## config.mk

```make
export PLATFORM = sky130hd
export DESIGN_NAME = keypad_scanner
export DESIGN_NICKNAME = d
export VERILOG_FILES = /design/src/rtl/keypad_scanner.sv
export SDC_FILE = /design/constraint.sdc
export NUM_CORES = 1
export LEC_CHECK = 0
export CAP_MARGIN = 20
export CELL_PAD_IN_SITES_DETAIL_PLACEMENT = 1
export CELL_PAD_IN_SITES_GLOBAL_PLACEMENT = 1
export CORE_AREA = 2 2 63 65
export CTS_CLUSTER_DIAMETER = 150
export DETAILED_ROUTE_END_ITERATION = 10
export DIE_AREA = 0 0 65 67
export DONT_BUFFER_PORTS = 1
export GPL_TIMING_DRIVEN = 0
export PLACE_DENSITY = 0.77
export SYNTH_ARGS = -nofsm -noshare
export SYNTH_HDL_FRONTEND = slang
export SYNTH_SLANG_ARGS = --single-unit
export TNS_END_PERCENT = 100
```

## constraint.sdc

```tcl
create_clock -name clk -period 5.1 [get_ports clk]
set_input_delay 0.51 -clock clk [delete_from_list [all_inputs] [get_ports clk]]
set_output_delay 0.51 -clock clk [all_outputs]
set_load 0.02 [all_outputs]
```

## src/rtl/keypad_scanner.sv

```systemverilog
// keypad_scanner: column-scanning 4x4 keypad decoder with one sample per dwell,
// press/release debounce and a valid/ack handshake with a sticky overrun flag.
module keypad_scanner #(
    parameter int SCAN_DIV     = 1000,
    parameter int DEBOUNCE_CNT = 4
) (
    input  logic       clk,
    input  logic       reset,
    input  logic [3:0] rows,
    output logic [3:0] cols,
    output logic [3:0] key_code,
    output logic       key_valid,
    input  logic       key_ack,
    output logic       key_down,
    output logic       overrun
);
    localparam int DW = $clog2(SCAN_DIV);
    localparam int CW = $clog2(DEBOUNCE_CNT + 1);
    localparam logic [DW-1:0] DIV_LAST = DW'(SCAN_DIV - 1);
    localparam logic [CW-1:0] CNT_LAST = CW'(DEBOUNCE_CNT - 1);

    typedef enum logic [1:0] {SCAN, DEBOUNCE, HOLD, RELEASE} state_t;

    state_t        state, state_n;
    logic [3:0]    rows_m, rows_s;
    logic          run;
    logic [DW-1:0] div_cnt;
    logic [1:0]    col_idx, col_n, row_idx, row_n, row_enc;
    logic [CW-1:0] cnt, cnt_n;
    logic          sample, one_low, all_high, row_match, accept, key_up;

    assign sample    = run && div_cnt == DIV_LAST;
    assign all_high  = rows_s == 4'hF;
    assign one_low   = $countones(~rows_s) == 1;
    assign row_match = rows_s == ~(4'b0001 << row_idx);
    assign cols      = run ? ~(4'b0001 << col_idx) : 4'hF;

    always_comb begin
        row_enc = !rows_s[0] ? 2'd0 : !rows_s[1] ? 2'd1 : !rows_s[2] ? 2'd2 : 2'd3;
    end

    // run marks the first edge after reset, when scanning of column 0 begins
    always_ff @(posedge clk or negedge reset) begin
        if (!reset) begin
            rows_m  <= '0;
            rows_s  <= '0;
            run     <= 1'b0;
            div_cnt <= '0;
        end else begin
            rows_m <= rows;
            rows_s <= rows_m;
            run    <= 1'b1;
            if (run)
                div_cnt <= sample ? '0 : div_cnt + 1'b1;
        end
    end

    always_comb begin
        state_n = state;
        cnt_n   = cnt;
        col_n   = col_idx;
        row_n   = row_idx;
        accept  = 1'b0;
        key_up  = 1'b0;
        if (sample) begin
            case (state)
                SCAN: begin
                    if (one_low) begin
                        row_n = row_enc;
                        if (DEBOUNCE_CNT == 1) begin
                            accept  = 1'b1;
                            state_n = HOLD;
                        end else begin
                            state_n = DEBOUNCE;
                            cnt_n   = CW'(1);
                        end
                    end else begin
                        col_n = col_idx + 1'b1;
                    end
                end
                DEBOUNCE: begin
                    if (!row_match) begin
                        state_n = SCAN;
                        col_n   = col_idx + 1'b1;
                    end else if (cnt == CNT_LAST) begin
                        accept  = 1'b1;
                        state_n = HOLD;
                    end else begin
                        cnt_n = cnt + 1'b1;
                    end
                end
                HOLD: begin
                    if (all_high) begin
                        if (DEBOUNCE_CNT == 1) begin
                            key_up  = 1'b1;
                            state_n = SCAN;
                            col_n   = 2'd0;
                        end else begin
                            state_n = RELEASE;
                            cnt_n   = CW'(1);
                        end
                    end
                end
                default: begin
                    if (!all_high) begin
                        state_n = HOLD;
                    end else if (cnt == CNT_LAST) begin
                        key_up  = 1'b1;
                        state_n = SCAN;
                        col_n   = 2'd0;
                    end else begin
                        cnt_n = cnt + 1'b1;
                    end
                end
            endcase
        end
    end

    always_ff @(posedge clk or negedge reset) begin
        if (!reset) begin
            state   <= SCAN;
            cnt     <= '0;
            col_idx <= '0;
            row_idx <= '0;
        end else begin
            state   <= state_n;
            cnt     <= cnt_n;
            col_idx <= col_n;
            row_idx <= row_n;
        end
    end

    // overrun can only be set while key_valid is high, so clearing on ack covers it
    always_ff @(posedge clk or negedge reset) begin
        if (!reset) begin
            key_code  <= '0;
            key_valid <= 1'b0;
            key_down  <= 1'b0;
            overrun   <= 1'b0;
        end else begin
            if (accept) begin
                key_code  <= {row_n, col_idx};
                key_valid <= 1'b1;
                key_down  <= 1'b1;
                overrun   <= key_valid & ~key_ack;
            end else if (key_ack && key_valid) begin
                key_valid <= 1'b0;
                overrun   <= 1'b0;
            end
            if (key_up)
                key_down <= 1'b0;
        end
    end
endmodule

```

== Word level (Yosys, flattened, before mapping) ==
Cells that the tools add are included.

* Word-level logic and storage cells: 88
* Memories: 0
* Bits in latches: 0
* RAM bits: 0
* Bits of input ports: 7
* Flip-flop bits (word level): 35
* ROM bits: 0

* Divide/modulo/power cells: 0
* Reductions and logical operators: 11
* Bitwise gates (word level): 6
* Shifts and indexed selects: 2
* Multiplexer cells: 37
* $mul: 0
* Add/sub/neg operators: 6
* Magnitude comparators: 0
* Equality and inequality tests: 14

{| class="wikitable"
|+ Operators by type and width
! operator !! number
|-
| 2-to-1 mux 2 bit || 14
|-
| 2-to-1 mux 3 bit || 5
|-
| 2-to-1 mux 1 bit || 13
|-
| NOT 4 bit || 3
|-
| case mux 2 bit (3 select lines) || 2
|-
| adder 10 x 1 -> 10 bit (second input constant) || 1
|-
| == test 10 bit (second input constant) || 1
|-
| 2-to-1 mux 10 bit || 1
|-
| != test 2 bit (second input constant) || 5
|-
| AND reduction 5 bit || 2
|-
| case mux 3 bit (3 select lines) || 1
|-
| << shifter 1 x 2 -> 4 bit (first input constant) || 2
|-
| AND reduction 6 bit || 1
|-
| nonzero test 3 bit || 2
|-
| != test 5 x 1 -> 1 bit (second input constant) || 1
|-
| adder 1 x 1 -> 2 bit || 2
|-
| == test 4 bit || 1
|-
| == test 4 bit (second input constant) || 1
|-
| 2-to-1 mux 4 bit || 1
|-
| nonzero test 2 bit || 2
|-
| adder 2 x 2 -> 3 bit || 1
|-
| adder 3 x 1 -> 3 bit (second input constant) || 1
|-
| == test 3 x 1 -> 1 bit (second input constant) || 1
|-
| == test 3 x 2 -> 1 bit (second input constant) || 1
|-
| other kinds (9) || 11
|}

== Longest topological paths before layout ==
Gate-level depths: netlist of run 1.

* Word-level depth: 8
* Mapped depth: 9

== Worst setup path after synthesis of run 1 ==
Ideal clock, no wire load.

* Kind: reg2reg
* Start: reg rows_s[0]
* End: reg cnt[0]
* Path buffers: 0
* Path slack: 2.235 ns
* Data required time: 4.975 ns
* Cell stages (with the launch flop): 10
* Arrival time: 2.740 ns
* Path through: dfrtp_1 fa_1 inv_1 ha_1 ha_1 or3b_1 a22o_1 a21oi_1 o2111a_1 mux2_2

* Longest elaborated chain between the ends: 6

{| class="wikitable"
|+ Ends and longest elaborated chain
! what !! RTL line !! RTL
|-
| start: declaration || 25 || <nowiki>logic [3:0] rows_m, rows_s;</nowiki>
|-
| start signal: assignment || 51 || <nowiki>rows_s <= rows_m;</nowiki>
|-
| NOT 4 bit || 34 || <nowiki>assign one_low = $countones(~rows_s) == 1;</nowiki>
|-
| adder 1 x 1 -> 2 bit (implied by the code) || 34 ||
|-
| adder 2 x 2 -> 3 bit (implied by the code) || 34 ||
|-
| == test 3 x 1 -> 1 bit || 34 ||
|-
| != test 2 bit (no source line) || -- ||
|-
| AND reduction 5 bit (no source line) (*) || -- ||
|-
| end signal: assignment || 127 || <nowiki>cnt <= cnt_n;</nowiki>
|-
| end: declaration || 29 || <nowiki>logic [CW-1:0] cnt, cnt_n;</nowiki>
|}

Every way passes the cells marked *; elsewhere a longest branch is shown, timed or not.
A chain may end at the register's enable or synchronous reset.

== Final worst setup path of run 1 ==
Ends and elaborated chain as after synthesis.

==> key figures, run 1 <==
Synth
  – Post-synthesis sequential area ratio: 0.4689
  – Largest cells by area after synthesis: dfrtp_1, ha_1, mux2_2
  – Ys async rst share: 1.000
  – Post-synthesis cell type count: 41
  – Post-Synth Adder-Cell Area: 0.1045
  – #FFs+latches synth: 35
  – Mux cell area share after synthesis: 0.07569
  – Main combinational cell family by area after synthesis: simple AND/OR/NAND/NOR gates
  – Post-synth top area cell: dfrtp_1
  – Yosys top cell area share: 0.4689
  – Synthesized area per cell: 10.61 um2
  – Syn nets: 198
  – Ys Warns: 0
  – Synthesized-area fraction occupied by xor and xnor cells: 0.02344
  – Mapped cell area: 0.001868 mm2
  – Simple-gate share of the synthesized area: 0.2063
  – Count leader, synth: dfrtp_1
  – Synth top cells by count: dfrtp_1, nand2_1, ha_1, inv_1, nor2_1
  – Synth Area in Compound Gates: 0.07971
  – Post-synth EDFFs: 0
  – Cells after synthesis: 176
  – Top_reg_cell synth: dfrtp_1

Cells and area
  – Layout cells sized above 1: 0.1351
  – Area of the multi-input gates: 918.4 um2
  – Area Overhead vs Synth: 9.645%
  – Seq. cell area: 875.8 um2
  – # fillers: 401
  – Layout Nets: 206
  – ANT cells: 0

Worst setup path
  – CP arrival: 3.28 ns
  – Kind of critical path: reg2reg
  – Reg2reg start: rows_s[0]
  – Critical path peak fanout: 6
  – Startpoint Class: flop
  – FF-to-FF End: cnt[0]
  – R2R depth: 9
  – Setup crit end kind: flop
  – Req. time, crit path: 5.28 ns
  – R2R Setup Slk: 2.00 ns

Job
  – # Max-Cap Violations: 0

Global routing
  – Global Route Usage Sum: 0.2053
  – GR Layer Usage met3: 0.05743
  – Pin count of the biggest net entering global routing: 36
  – Met1 Track Usage GR: 0.2367
  – First-pass GRT wire length: 6534 um
  – Vias in the first global route: 1385
  – Met2 track demand over resource: 0.3570
  – Initial antenna violation count: 0
  – Total grt overflow: 0
  – Grt peak-use layer: met2

Hold path
  – Worst hold path class: in2async

Placed design
  – RePlAce Congestion: 0.9044
  – Post-DP HPWL: 2809 um
  – Count of input and output buffers: 0

Clock network
  – Post-CTS setup buffer count: 0
  – CTS Buf Count: 5
  – Resized cells post-CTS: 0
  – Clock Path Buffers: 2
  – Skew-Pair Late Insertion Delay: 0.29 ns
  – Clock-pin slew on the worst setup and hold paths: 0.07 ns
  – Clock root cell: clkbuf_8
  – Hold-fix buffers, CTS: 1
  – CTS tree: done
  – H-tree lvl count: 2
  – Sink Count: 35

Power
  – Switching share of power: 0.2695
  – Leak pwr: 0.9626 nW
  – Combinational Power Share: 0.134
  – Pwr dens: 313.4 mW/mm2
  – Sequential Power Share: 0.526
  – Maximum vdd ir drop: 232.6 uV
  – Pint: 468.9 uW
  – P_sw: 173.0 uW
  – Clock Power Share: 0.340

Routing
  – Vias post-DR: 1286
  – Initial drt markers: 63
  – Vias/cell: 5.519
  – Drt total wl: 3761 um
  – Drt wl/cell: 16.14 um
  – Pre-antenna DRT Iters: 4
  – Post-route ant nets: 0
  – DRC Markers: 0

Floorplanning
  – Die area: 0.004355 mm2
  – DIE WIDTH: 65 um
  – Core Rows: 22
  – Die height: 67 um
  – I/O pin count: 18
  – Core Area: 0.003606 mm2
  – Initial core utilization: 0.5180

Timing
  – Period minus WS final: 3.102 ns
  – Endpoints failing setup: 0
  – Final hold vios: 0
  – Period utilization: 0.6082
  – Worst Clk Skew: 0.01012 ns
  – Max Clock Freq: 0.3224 GHz
  – RSZ-0062 raised after global routing: false
  – Final Max Slew Viols: 0
  – Total negative slack: 0 ns
  – Hold Slack: 0.04571 ns

Status
  – Status: completed
worst max path at each step:
stage,start,slack (ns),endpoint,depth (start not counted)
2_1_floorplan,rows_s[0],2.24,cnt[0],9
3_3_place_gp,rows_s[0],2.08,cnt[2],9
3_5_place_dp,rows_s[0],2.00,cnt[0],9
4_1_cts,rows_s[0],1.99,cnt[0],9
5_1_grt,rows_s[0],1.86,cnt[0],9
6_report,rows_s[0],2.00,cnt[0],9
flip-flops by register name (all words and copies together) (netlist names), 2 cells and up:
signal and flops:
div_cnt 10, key_code 4, rows_m 4, rows_s 4, cnt 3, col_idx 2
row_idx 2, state 2
power groups by stage:
| stage | registers (mW) | clock network (mW) | logic, mW |
|---|---|---|---|
| 2_1_floorplan | 0.334 | 0 | 0.0642 |
| 4_1_cts | 0.338 | 0.227 | 0.0878 |
| 3_5_place_dp | 0.343 | 0 | 0.0792 |
| 3_3_place_gp | 0.340 | 0 | 0.0714 |
| 5_1_grt | 0.343 | 0.234 | 0.0993 |
| 6_report | 0.338 | 0.218 | 0.0862 |
placed cells by master, fill, tap and decap left out, types with 2 or more instances in the layout:
cell,count
dfrtp_1,35
nand3_1,4
nor3b_1,2
ha_1,14
and4_1,2
nand4_1,4
o21ai_0,6
mux2i_1,4
or3_1,3
a21oi_1,5
or3b_1,2
clkbuf_1,2
and3b_1,2
mux2_2,9
and3_1,3
o22ai_1,2
o31a_1,2
inv_1,14
buf_2,2
xnor2_1,5
nor3_1,4
nand2b_1,2
nor2_1,10
clkbuf_8,7
nand2_1,22
critical path, cell delays in order (launching register included):
cell and delay (ns):
dfrtp_1 0.45, fa_1 0.56, inv_1 0.05, ha_1 0.18, ha_1 0.26, or3b_1 0.41, a22o_1 0.28, a21oi_1 0.15
o2111a_1 0.30, mux2_2 0.36
through the flow:
step	util	total power, mW	instances	area, um2	setup WS, ns
5_1_grt	0.5680	0.6767	233	2048	1.856
3_3_place_gp	0.5347	0.4110	224	1928	2.083
2_1_floorplan	-	0.3982	176	1868	2.235
3_5_place_dp	0.5347	0.4219	224	1928	2.004
4_1_cts	0.5680	0.6527	233	2048	1.990
6_report	0.5680	0.6419	233	2048	1.998
metal layers:
layer / share of wire / up-vias / wire length (um)
met2: 0.50 / 22 / 1873
met4: 0.021 / 0 / 80
met3: 0.040 / 8 / 149
met5: 0 / - / 0
met1: 0.44 / 633 / 1658
li1: - / 623 / -
logic make-up after synthesis:
| family | Yosys count |
|---|---|
| other | 1 |
| flip-flops | 35 |
| buffers and inverters | 18 |
| XOR/XNOR | 5 |
| adder cells (fa/ha/maj) | 15 |
| multiplexers | 13 |
| AO/OA/AOI/OAI | 22 |
| AND/OR/NAND/NOR | 67 |
final cells by class:
class,count,area share
well taps,48,0.02932
inverters,14,0.02566
repair buffers,1,0.009774
multi-input cells,123,0.4484
plain buffers,4,0.01038
flip-flops and latches,35,0.4276
clock buffers,8,0.04887
No activity file was read; power rests on OpenSTA's default activity.
==> inputs of run 2 (changes only) <==
CORE_AREA = 2 2 65 67   (was 2 2 63 65)
DIE_AREA = 0 0 67 69   (was 0 0 65 67)
PLACE_DENSITY = 0.73   (was 0.77)
clock period = 3 ns   (was 5.1 ns; I/O delays follow)
==> key figures, run 2 (same netlist as run 1, synthesis figures left out) <==
Clock network
  – CTS Buf Count: 5
  – Sink Count: 35
  – Clock root cell: clkbuf_8
  – CTS tree: done
  – H-tree lvl count: 2
  – Clock-pin slew on the worst setup and hold paths: 0.07 ns
  – Clock Path Buffers: 2
  – Skew-Pair Late Insertion Delay: 0.28 ns

Floorplanning
  – Die area: 0.004623 mm2
  – Die height: 69 um
  – Core Rows: 23
  – Initial core utilization: 0.4773
  – I/O pin count: 18
  – Core Area: 0.003914 mm2
  – DIE WIDTH: 67 um

Global routing
  – Total grt overflow: 0
  – Met1 Track Usage GR: 0.2273
  – Pin count of the biggest net entering global routing: 36
  – GR Layer Usage met3: 0.05873
  – Vias in the first global route: 1452
  – Initial antenna violation count: 0
  – Grt peak-use layer: met2
  – Met2 track demand over resource: 0.3311
  – First-pass GRT wire length: 6920 um
  – Global Route Usage Sum: 0.1963

Placed design
  – Post-DP Area: 0.001931 mm2
  – Dpl ws: -0.03390 ns
  – Placed cells: 226
  – Post-DP HPWL: 2861 um
  – RePlAce Congestion: 0.7374
  – Count of input and output buffers: 0

Cells and area
  – Layout Nets: 211
  – Post-route cell area: 0.002087 mm2
  – Area Overhead vs Synth: 11.72%
  – Reg with most FFs: div_cnt
  – Most frequent cells in the layout: dfrtp_1, nand2_1, inv_1, ha_1, nor2_1
  – Commonest non-fill, non-tap cell in the layout: dfrtp_1
  – Final Non-Filler Cells: 240
  – Largest register FFs: 10
  – Layout cells sized above 1: 0.1842
  – # fillers: 443
  – ANT cells: 0

Routing
  – Drt total wl: 3944 um
  – Initial drt markers: 61
  – Drt wl/cell: 16.43 um
  – Vias post-DR: 1319
  – DRC Markers: 0
  – Post-route ant nets: 0
  – Pre-antenna DRT Iters: 4
  – Vias/cell: 5.496

Timing
  – Endpoints failing setup: 0
  – Max Clock Freq: 0.3441 GHz
  – Period minus WS final: 2.906 ns
  – Total negative slack: 0 ns
  – RSZ-0062 raised after global routing: false
  – Final worst slack: 0.09350 ns
  – Final hold vios: 0
  – Worst Clk Skew: 0.004243 ns
  – Period utilization: 0.9688
  – Final Max Slew Viols: 0

Worst setup path
  – Setup crit end kind: flop
  – CP arrival: 3.08 ns
  – Req. time, crit path: 3.17 ns
  – Startpoint Class: flop
  – Kind of critical path: reg2reg
  – Critical path peak fanout: 3

Power
  – Leak pwr: 0.9752 nW
  – Maximum vdd ir drop: 265.4 uV
  – Pwr dens: 506.6 mW/mm2
  – Overall Power: 1.057 mW

Status
  – Status: completed

Job
  – # Max-Cap Violations: 0

Hold path
  – Worst hold path class: in2reg
run 2: cell types whose count changed in the layout (fill, tap and decap cells not counted), sizes merged:
cell | before | now
buf | 4 | 8
clkbuf | 9 | 6
clkinv | 0 | 1
clkinvlp | 0 | 2
dlygate4sd3 | 0 | 1
run 2: per-stage QoR:
stage | hold WS [ns] | util
final | 0.04083 | 0.5332
after global routing | 0.01062 | 0.5332
after CTS | 0.03227 | 0.5262
after detailed placement | 0.005402 | 0.4933
after global placement | 0.005453 | 0.4933
after floorplan | 0.004409 | -
run 2: path summary, 6_finish.rpt:
check | from | end | slack, ns | depth (start not counted)
worst min-delay path | rows[0] | rows_m[0] | 0.04 | 0
worst min register to register | rows_m[0] | rows_s[0] | 0.35 | 0
max in group asynchronous | reset | rows_s[0] | 2.32 | 2
min in group asynchronous | reset | div_cnt[8] | 0.48 | 2
worst max-delay path | rows_s[0] | cnt[2] | 0.09 | 9
worst max register to register | rows_s[0] | cnt[2] | 0.09 | 9
run 2: area by class of cell:
type | count | area, um2 | area share
Multi-Input combinational cell | 123 | 923.4 | 0.4424
Tap cell | 50 | 62.56 | 0.02998
Buffer | 4 | 21.27 | 0.01019
Timing Repair Buffer | 6 | 60.06 | 0.02878
Clock inverter | 3 | 20.02 | 0.009592
Clock buffer | 5 | 68.82 | 0.03297
Inverter | 14 | 52.55 | 0.02518
Sequential cell | 35 | 878.3 | 0.4209
run 2: where the power goes:
group	internal [mW]	switching, mW	leakage [nW]
logic	0.0715	0.0765	0.480
clock network	0.161	0.174	0.0402
registers	0.519	0.0541	0.455
run 2: routing by layer:
layer | vias up | part of all wire
met3 | 7 | 0.031
met2 | 17 | 0.54
met4 | 0 | 0.017
li1 | 633 | -
met5 | - | 0
met1 | 662 | 0.41
run 2: critical path, cell delays in order (launching register included):
cell,delay [ns]
dfrtp_2,0.44
fa_1,0.53
inv_1,0.04
ha_1,0.17
ha_1,0.27
or3b_4,0.39
a22o_1,0.24
a21oi_1,0.13
o2111a_2,0.26
mux2_2,0.34
run 2: what timing repair did:
item                       4_1_cts  5_1_grt
hold endpoints to repair        35        0
hold buffers                     2        0
resized for setup                2        3
pin swaps                        0        2
buffers inserted                 1        3
setup endpoints to repair        2        5
==> inputs of run 3 (changes only) <==
PLACE_DENSITY = 0.88   (was 0.73)
==> key figures, run 3 (same netlist as run 1, synthesis figures left out) <==
Timing
  – Final hold vios: 0
  – Final Max Slew Viols: 0
  – Worst Clk Skew: 0.002661 ns
  – Endpoints failing setup: 0
  – RSZ-0062 raised after global routing: true
  – Period minus WS final: 2.937 ns
  – Period utilization: 0.9789
  – Max Clock Freq: 0.3405 GHz
  – Hold Slack: 0.03572 ns
  – Final worst slack: 0.06333 ns

Worst setup path
  – CP arrival: 3.11 ns
  – R2R Setup Slk: 0.06 ns
  – Setup crit end kind: flop
  – FF-to-FF End: cnt[0]
  – Critical path peak fanout: 3
  – Kind of critical path: reg2reg
  – R2R depth: 9
  – Reg2reg start: rows_s[0]
  – Crit path from: rows_s[0]
  – Req. time, crit path: 3.17 ns
  – Startpoint Class: flop

Placed design
  – RePlAce Congestion: 0.9025
  – Post-DP Area: 0.001931 mm2
  – Placed cells: 226
  – Post-DP HPWL: 2980 um
  – Dpl ws: -0.1152 ns
  – Count of input and output buffers: 0

Cells and area
  – Area Overhead vs Synth: 14.60%
  – Final core utilization: 0.5470
  – Most frequent cells in the layout: dfrtp_1, nand2_1, inv_1, ha_1, nor2_1
  – Final Non-Filler Cells: 239
  – ANT cells: 0
  – Post-route cell area: 0.002141 mm2
  – Reg with most FFs: div_cnt
  – Layout cells sized above 1: 0.1958
  – Layout Nets: 210
  – Largest register FFs: 10
  – Commonest non-fill, non-tap cell in the layout: dfrtp_1

Clock network
  – Clock-pin slew on the worst setup and hold paths: 0.07 ns
  – CTS Buf Count: 5
  – Sink Count: 35
  – Clock root cell: clkbuf_8
  – Skew-Pair Late Insertion Delay: 0.29 ns
  – Clock Path Buffers: 2
  – CTS tree: done
  – H-tree lvl count: 2

Job
  – # Max-Cap Violations: 0

Routing
  – DRC Markers: 0
  – Drt wl/cell: 17.96 um
  – Drt total wl: 4293 um
  – Vias post-DR: 1380
  – Vias/cell: 5.774
  – Post-route ant nets: 0
  – Pre-antenna DRT Iters: 4
  – Initial drt markers: 40

Power
  – Maximum vdd ir drop: 419.1 uV
  – Pwr dens: 585.6 mW/mm2
  – Leak pwr: 0.9943 nW

Global routing
  – First-pass GRT wire length: 7217 um
  – Vias in the first global route: 1519
  – Pin count of the biggest net entering global routing: 36
  – Total grt overflow: 0
  – Global Route Usage Sum: 0.2056
  – Initial antenna violation count: 0

Hold path
  – Worst hold path class: in2reg
  – WHS Endpoint: rows_m[3]
  – Hold Path Stages: 0
  – Hold Startpoint: rows[3]

Floorplanning
  – Initial core utilization: 0.4773
  – DIE WIDTH: 67 um
  – Core Area: 0.003914 mm2
  – Core Rows: 23
  – I/O pin count: 18
  – Die area: 0.004623 mm2
  – Die height: 69 um

Status
  – Status: completed
run 3: final cells by class:
| cell class | instances | area [um2] |
|---|---|---|
| fill | 453 | 1773 |
| multi-input combinational | 123 | 935.9 |
| sequential | 35 | 879.6 |
| clock buffer | 5 | 68.82 |
| clock inverter | 3 | 67.56 |
| tap | 50 | 62.56 |
| timing repair buffer | 5 | 52.55 |
| inverter | 14 | 52.55 |
| buffer | 4 | 21.27 |
run 3: report_power, final:
part / leakage (nW) / internal (mW) / switching (mW)
sequential: 0.454 / 0.520 / 0.0592
clock: 0.0644 / 0.331 / 0.173
combinational: 0.476 / 0.0765 / 0.0937
total: 0.994 / 0.927 / 0.326
run 3: per-stage QoR:
| step | TNS (ns) | total power [mW] |
|---|---|---|
| floorplan | 0 | 0.6770 |
| global placement | -0.002167 | 0.6966 |
| detailed placement | -0.2160 | 0.7271 |
| CTS | 0 | 1.260 |
| global route | -0.03199 | 1.311 |
| finish | 0 | 1.254 |
run 3: what timing repair did:
item,in CTS,in global routing
gates resized for setup,6,2
setup buffers,2,1
hold buffers,2,0
hold endpoints to repair,35,0
endpoints found under the setup margin,2,4
pin swaps,1,3
run 3: worst max-delay path by stage:
stage                  end  cells after the start
floorplan           cnt[0]                      9
global placement    cnt[2]                      9
detailed placement  cnt[0]                      9
CTS                 cnt[0]                      9
global route        cnt[0]                      9
finish              cnt[0]                      9
run 3: routing by layer:
metal / part of all wire / vias to the layer above / track usage
met2: 0.52 / 33 / 0.3443
met4: 0.033 / 0 / 0.09297
li1: - / 633 / -
met5: 0 / - / 0
met1: 0.41 / 697 / 0.2401
met3: 0.038 / 17 / 0.05546
run 3: critical path: stages (launching register included):
cell      delay, ns
dfrtp_2        0.42
fa_1           0.54
inv_1          0.04
ha_1           0.17
ha_1           0.27
or3b_4         0.40
a22o_4         0.27
a21oi_2        0.11
o2111a_2       0.26
mux2_2         0.35
